[src/rtl/sr_ff_pkg.sv]
// sr_ff_pkg: shared encodings for the sr_ff_bank slice.
//   - mode encoding for the per-channel update function (SR, JK, D, T)
//   - collision policy constants applied when S=R=1 in SR mode
package sr_ff_pkg;

  localparam logic [1:0] MODE_SR = 2'b00;
  localparam logic [1:0] MODE_JK = 2'b01;
  localparam logic [1:0] MODE_D  = 2'b10;
  localparam logic [1:0] MODE_T  = 2'b11;

  localparam int unsigned COL_HOLD    = 0;
  localparam int unsigned COL_SET_DOM = 1;
  localparam int unsigned COL_RST_DOM = 2;
  localparam int unsigned COL_TOGGLE  = 3;

endpackage

[src/rtl/sr_ff_cell.sv]
// sr_ff_cell: one flip-flop channel of sr_ff_bank.
// Ports:
//   clk       in  rising-edge clock
//   rst_n     in  synchronous active-low reset (loads RESET_VAL)
//   en        in  update enable
//   mode      in  SR / JK / D / T select
//   s, r      in  set/J/D/T and reset/K inputs
//   q         out registered channel state
//   collision out combinational flag: enabled SR-mode cycle with s=r=1
module sr_ff_cell
  import sr_ff_pkg::*;
#(
  parameter int unsigned COLLIDE   = COL_HOLD,
  parameter logic        RESET_VAL = 1'b0
) (
  input  logic       clk,
  input  logic       rst_n,
  input  logic       en,
  input  logic [1:0] mode,
  input  logic       s,
  input  logic       r,
  output logic       q,
  output logic       collision
);

  logic r_q;
  logic w_nxt;
  logic w_col;

  always_comb begin
    w_nxt = r_q;
    w_col = 1'b0;
    if (en) begin
      case (mode)
        MODE_SR: begin
          case ({s, r})
            2'b10: w_nxt = 1'b1;
            2'b01: w_nxt = 1'b0;
            2'b11: begin
              w_col = 1'b1;
              case (COLLIDE)
                COL_SET_DOM: w_nxt = 1'b1;
                COL_RST_DOM: w_nxt = 1'b0;
                COL_TOGGLE:  w_nxt = ~r_q;
                default:     w_nxt = r_q;
              endcase
            end
            default: w_nxt = r_q;
          endcase
        end
        MODE_JK: begin
          case ({s, r})
            2'b10:   w_nxt = 1'b1;
            2'b01:   w_nxt = 1'b0;
            2'b11:   w_nxt = ~r_q;
            default: w_nxt = r_q;
          endcase
        end
        MODE_D:  w_nxt = s;
        default: w_nxt = r_q ^ s;  // T
      endcase
    end
  end

  always_ff @(posedge clk) begin
    if (!rst_n) r_q <= RESET_VAL;
    else        r_q <= w_nxt;
  end

  assign q         = r_q;
  assign collision = w_col;

endmodule

[src/rtl/sr_ff_bank.sv]
// sr_ff_bank: WIDTH independent SR/JK/D/T flip-flop channels with
// complementary outputs, sticky per-channel SR collision flags and an
// optional saturating collision-cycle counter.
// Build option: SR_FF_BANK_ERRCNT_EN adds the err_cnt port and counter.
// Ports:
//   clk      in  rising-edge clock
//   rst_n    in  synchronous active-low reset
//   en       in  global update enable
//   mode     in  00 SR, 01 JK, 10 D, 11 T
//   s, r     in  per-channel data inputs
//   err_clr  in  clears err (and err_cnt)
//   q        out channel state
//   q_bar    out ~q
//   err      out sticky per-channel collision flags
//   err_cnt  out saturating count of colliding cycles (option only)
module sr_ff_bank
  import sr_ff_pkg::*;
#(
  parameter int unsigned           WIDTH     = 8,
  parameter logic [WIDTH-1:0]      RESET_VAL = '0,
  parameter int unsigned           COLLIDE   = COL_HOLD,
  parameter int unsigned           CNT_W     = 8
) (
  input  logic             clk,
  input  logic             rst_n,
  input  logic             en,
  input  logic [1:0]       mode,
  input  logic [WIDTH-1:0] s,
  input  logic [WIDTH-1:0] r,
  input  logic             err_clr,
  output logic [WIDTH-1:0] q,
  output logic [WIDTH-1:0] q_bar,
  output logic [WIDTH-1:0] err
`ifdef SR_FF_BANK_ERRCNT_EN
  ,
  output logic [CNT_W-1:0] err_cnt
`endif
);

  logic [WIDTH-1:0] w_q;
  logic [WIDTH-1:0] w_col;
  logic [WIDTH-1:0] r_err;

  for (genvar i = 0; i < WIDTH; i++) begin : g_ch
    sr_ff_cell #(
      .COLLIDE   (COLLIDE),
      .RESET_VAL (RESET_VAL[i])
    ) u_cell (
      .clk       (clk),
      .rst_n     (rst_n),
      .en        (en),
      .mode      (mode),
      .s         (s[i]),
      .r         (r[i]),
      .q         (w_q[i]),
      .collision (w_col[i])
    );
  end

  // A collision on the same edge as err_clr must survive the clear.
  always_ff @(posedge clk) begin
    if (!rst_n) r_err <= '0;
    else        r_err <= (err_clr ? '0 : r_err) | w_col;
  end

`ifdef SR_FF_BANK_ERRCNT_EN
  logic             w_any_col;
  logic [CNT_W-1:0] r_cnt;

  assign w_any_col = |w_col;

  // One count per colliding cycle regardless of how many channels collide.
  always_ff @(posedge clk) begin
    if (!rst_n)
      r_cnt <= '0;
    else if (err_clr)
      r_cnt <= w_any_col ? CNT_W'(1) : '0;
    else if (w_any_col && (r_cnt != '1))
      r_cnt <= r_cnt + CNT_W'(1);
  end

  assign err_cnt = r_cnt;
`endif

  assign q     = w_q;
  assign q_bar = ~w_q;
  assign err   = r_err;

endmodule

[config.mk]
export PLATFORM = sky130hd
export DESIGN_NAME = sr_ff_bank
export DESIGN_NICKNAME = d
export VERILOG_FILES = /design/src/rtl/sr_ff_pkg.sv /design/src/rtl/sr_ff_cell.sv /design/src/rtl/sr_ff_bank.sv
export SDC_FILE = /design/constraint.sdc
export NUM_CORES = 1
export LEC_CHECK = 0
export ABC_AREA = 1
export BUFFER_PORTS_ARGS = -buffer_cell sky130_fd_sc_hd__buf_2
export CAP_MARGIN = 20
export CORE_MARGIN = 2
export CORE_UTILIZATION = 40
export CTS_CLUSTER_SIZE = 12
export DETAILED_ROUTE_END_ITERATION = 7
export PLACE_DENSITY = 0.67
export SYNTH_ARGS = -nofsm -noshare
export SYNTH_HDL_FRONTEND = slang
export SYNTH_SLANG_ARGS = --single-unit
[constraint.sdc]
create_clock -name clk -period 1.3 [get_ports clk]
set_input_delay 0.195 -clock clk [delete_from_list [all_inputs] [get_ports clk]]
set_output_delay 0.195 -clock clk [all_outputs]
set_load 0.02 [all_outputs]
==> impl_results.md <==
* Status: complete, no violations
* Critical path class: register to output port
* GRT overflow at 0
* Post-route cell area at roughly 0.0015 sq mm
* Initial core utilization at 41.0%
* Worst-path clk slew at 0.10 ns
* R2R depth at 7
* Largest net degree at the start of global routing at 18
* RSZ-0062 raised after global routing: false
* Synthesized-area fraction occupied by adder cells at 0%
* PnR Total Power at 1.30 mW
* First-pass GRT wire length at 4900 microns
* Ys Warns at 0
* Worst min path class: input port to register
* H-tree Lvls at 1
* Number of diodes at 0
* Startpoint Class: register
* Maximum VDD drop at 0.000585 V
* Area grow syn2layout at 17.8%
* Core Rows at 20
* Leakage at between 0.7 and 0.8 nW
* Largest family of logic cells by synthesized area: simple AND/OR/NAND/NOR gates
* Number of port buffers at 45
* Hold-fix buffers, CTS at 0
* Unique masters post-synth at 23
* DIE AREA at roughly 0.0035 sq mm
* Max Slew Vio Count at 0
* Post-detailed-route via-to-cell ratio at 4.90
* Seq/Total Area, Yosys at 26.0%
* Routability congestion estimate at 0.866
* Multiplexer share of the synthesized area at 0%
* Setup tns final at 0 ns
* Initial antenna violation count at 0
* Sink Count at 16
* Final Hold Vio Count at 0
* Worst-Margin Slew at 0.315 ns
* Dpl hpwl at 2340 microns
* Post CTS Setup Buffer Count at 0
* Die Ht at 59.5 microns
* Clk_lat worst skew at 0.29 ns
* R2r startpoint: g_ch[3].u_cell.q
* Critical Path Sink Type: output port
* Post-DP Area at between 0.001 and 0.0015 sq mm
* Die W at 59.5 microns
* Post-cts resize count at 0
* Commonest non-fill, non-tap cells in the layout: nand2_1, buf_2, inv_1
* Final setup skew at 0 ns
* Core outline area at 0.00300 sq mm
* Drt wl/cell at 11.1 microns
* DRT Pass-1 Iters at 4
* R2r endpoint: g_ch[3].u_cell.q
* WHS Endpoint: err[3]
* Layout cells sized above 1 at between 20% and 30%
* Synthesized Nets at 231
* R2R Setup Slk at 0.32 ns
* Compound-Gate Fraction of Synth Area at 19.0%
* DRC violations left at 0
* Syn Area/Cell at 5.90 sq um
* Max-Slew Margin vs Limit at 78.9%
* Final period util at 87.1%
* Setup violators final at 0
* Commonest non-fill, non-tap cell in the layout: nand2_1
* Critical Path RT at 1.11 ns
* Max-Cap Viols at 0
* Simple-gate area share of the yosys netlist at 37.7%
* DRT iter0 DRCs at 36
* Worst-path fanout max at 4
* TritonCTS buffer count at 3
* Fmax at a little under 0.9 GHz
* Synth Cell Area at 0.00123 sq mm
* Vias in the first global route at 1091
* Clock root buffer: clkbuf_4
* Drt total wl at 3110 microns
* Layout Cells excl Fill at approximately 280
* GRT Total Usage at 18.0%
* Antenna-violating nets left at 0
* Power Dens Cells at 893 mW/mm^2
* Cell Count Post-Placement at 277
* Hold Startpoint: r[3]
* Hold path cells at 3
* Bufs on Longest Clock Path at 2
* Register bit count reported by yosys at 16
* Xor/xnor share of the synthesized area at 0%
* Vias at ~1400
* Post-Synthesis Cells at 209
* CTS tree: built
* Post-layout nets at 271
* Worst EP arrival at approximately 0.94 ns
* Crit path time final at 1.13 ns
* I/O pin count at 46
-- synthesized netlist by cell type (all sizes together) --
cell type | n | area (sq um)
nand3b | 1 | 7.51
a21oi | 21 | 109
nand4 | 6 | 37.5
clkinv | 1 | 3.75
inv | 29 | 111
a22oi | 1 | 7.51
o21ai | 19 | 95.1
buf | 12 | 98.8
dfxtp | 16 | 320
nor2 | 27 | 118
nand3 | 10 | 55.1
o21a | 2 | 15.0
o211ai | 1 | 7.51
nand2 | 63 | 246
-- metrics by stage --
| step | hold WS (ns) | utilization (%) | setup WS, ns |
|---|---|---|---|
| 2_1_floorplan | 0.315 | - | 0.275 |
| 4_1_cts | 0.174 | 48.3 | 0.166 |
| 3_3_place_gp | 0.453 | 47.1 | 0.0808 |
| 3_5_place_dp | 0.455 | 47.1 | 0.0871 |
| 6_report | 0.176 | 48.3 | 0.168 |
| 5_1_grt | 0.196 | 48.3 | 0.0996 |
-- metal layers --
layer / wire length (microns) / track usage [%]
met5: 0 / 0
met3: 181 / 3.93
met1: 1440 / 24.4
met4: 24 / 2.86
met2: 1470 / 29.7
-- sequential cells by signal, summed over array words and instances (netlist names) --
signal,count
g_ch.u_cell.q,8
err,8
-- worst max-delay path, cell delays in order (launching register included) --
cell	delay [ns]
dfxtp_1	0.39
inv_1	0.09
buf_2	0.16
-- cells by family after synthesis --
group,after synthesis
AO/OA/AOI/OAI,44
AND/OR/NAND/NOR,107
flip-flops,16
buffers and inverters,42
-- how the worst max path moves through the flow --
stage / from / to / slack (ns) / cells past startpoint
floorplan: g_ch[0].u_cell.q / g_ch[0].u_cell.q / 0.27 / 5
global placement: mode[1] / g_ch[3].u_cell.q / 0.08 / 8
detailed placement: mode[1] / g_ch[3].u_cell.q / 0.09 / 8
CTS: g_ch[3].u_cell.q / q_bar[3] / 0.17 / 2
global route: g_ch[3].u_cell.q / q_bar[3] / 0.1 / 2
finish: g_ch[3].u_cell.q / q_bar[3] / 0.17 / 2
-- cell type report --
type	instances	area [sq um]
clock buffer	4	36.3
fill	364	1550
inverter	30	115
multi-input combinational	151	698
sequential	16	320
tap	33	41.3
timing repair buffer	47	240
-- power breakdown --
group | leakage [nW] | switching [mW] | internal, mW
sequential | 0.131 | 0.0208 | 0.517
clock | 0.0210 | 0.177 | 0.171
combinational | 0.647 | 0.270 | 0.140
total | 0.799 | 0.468 | 0.828
(Power assumes the default switching activity.)
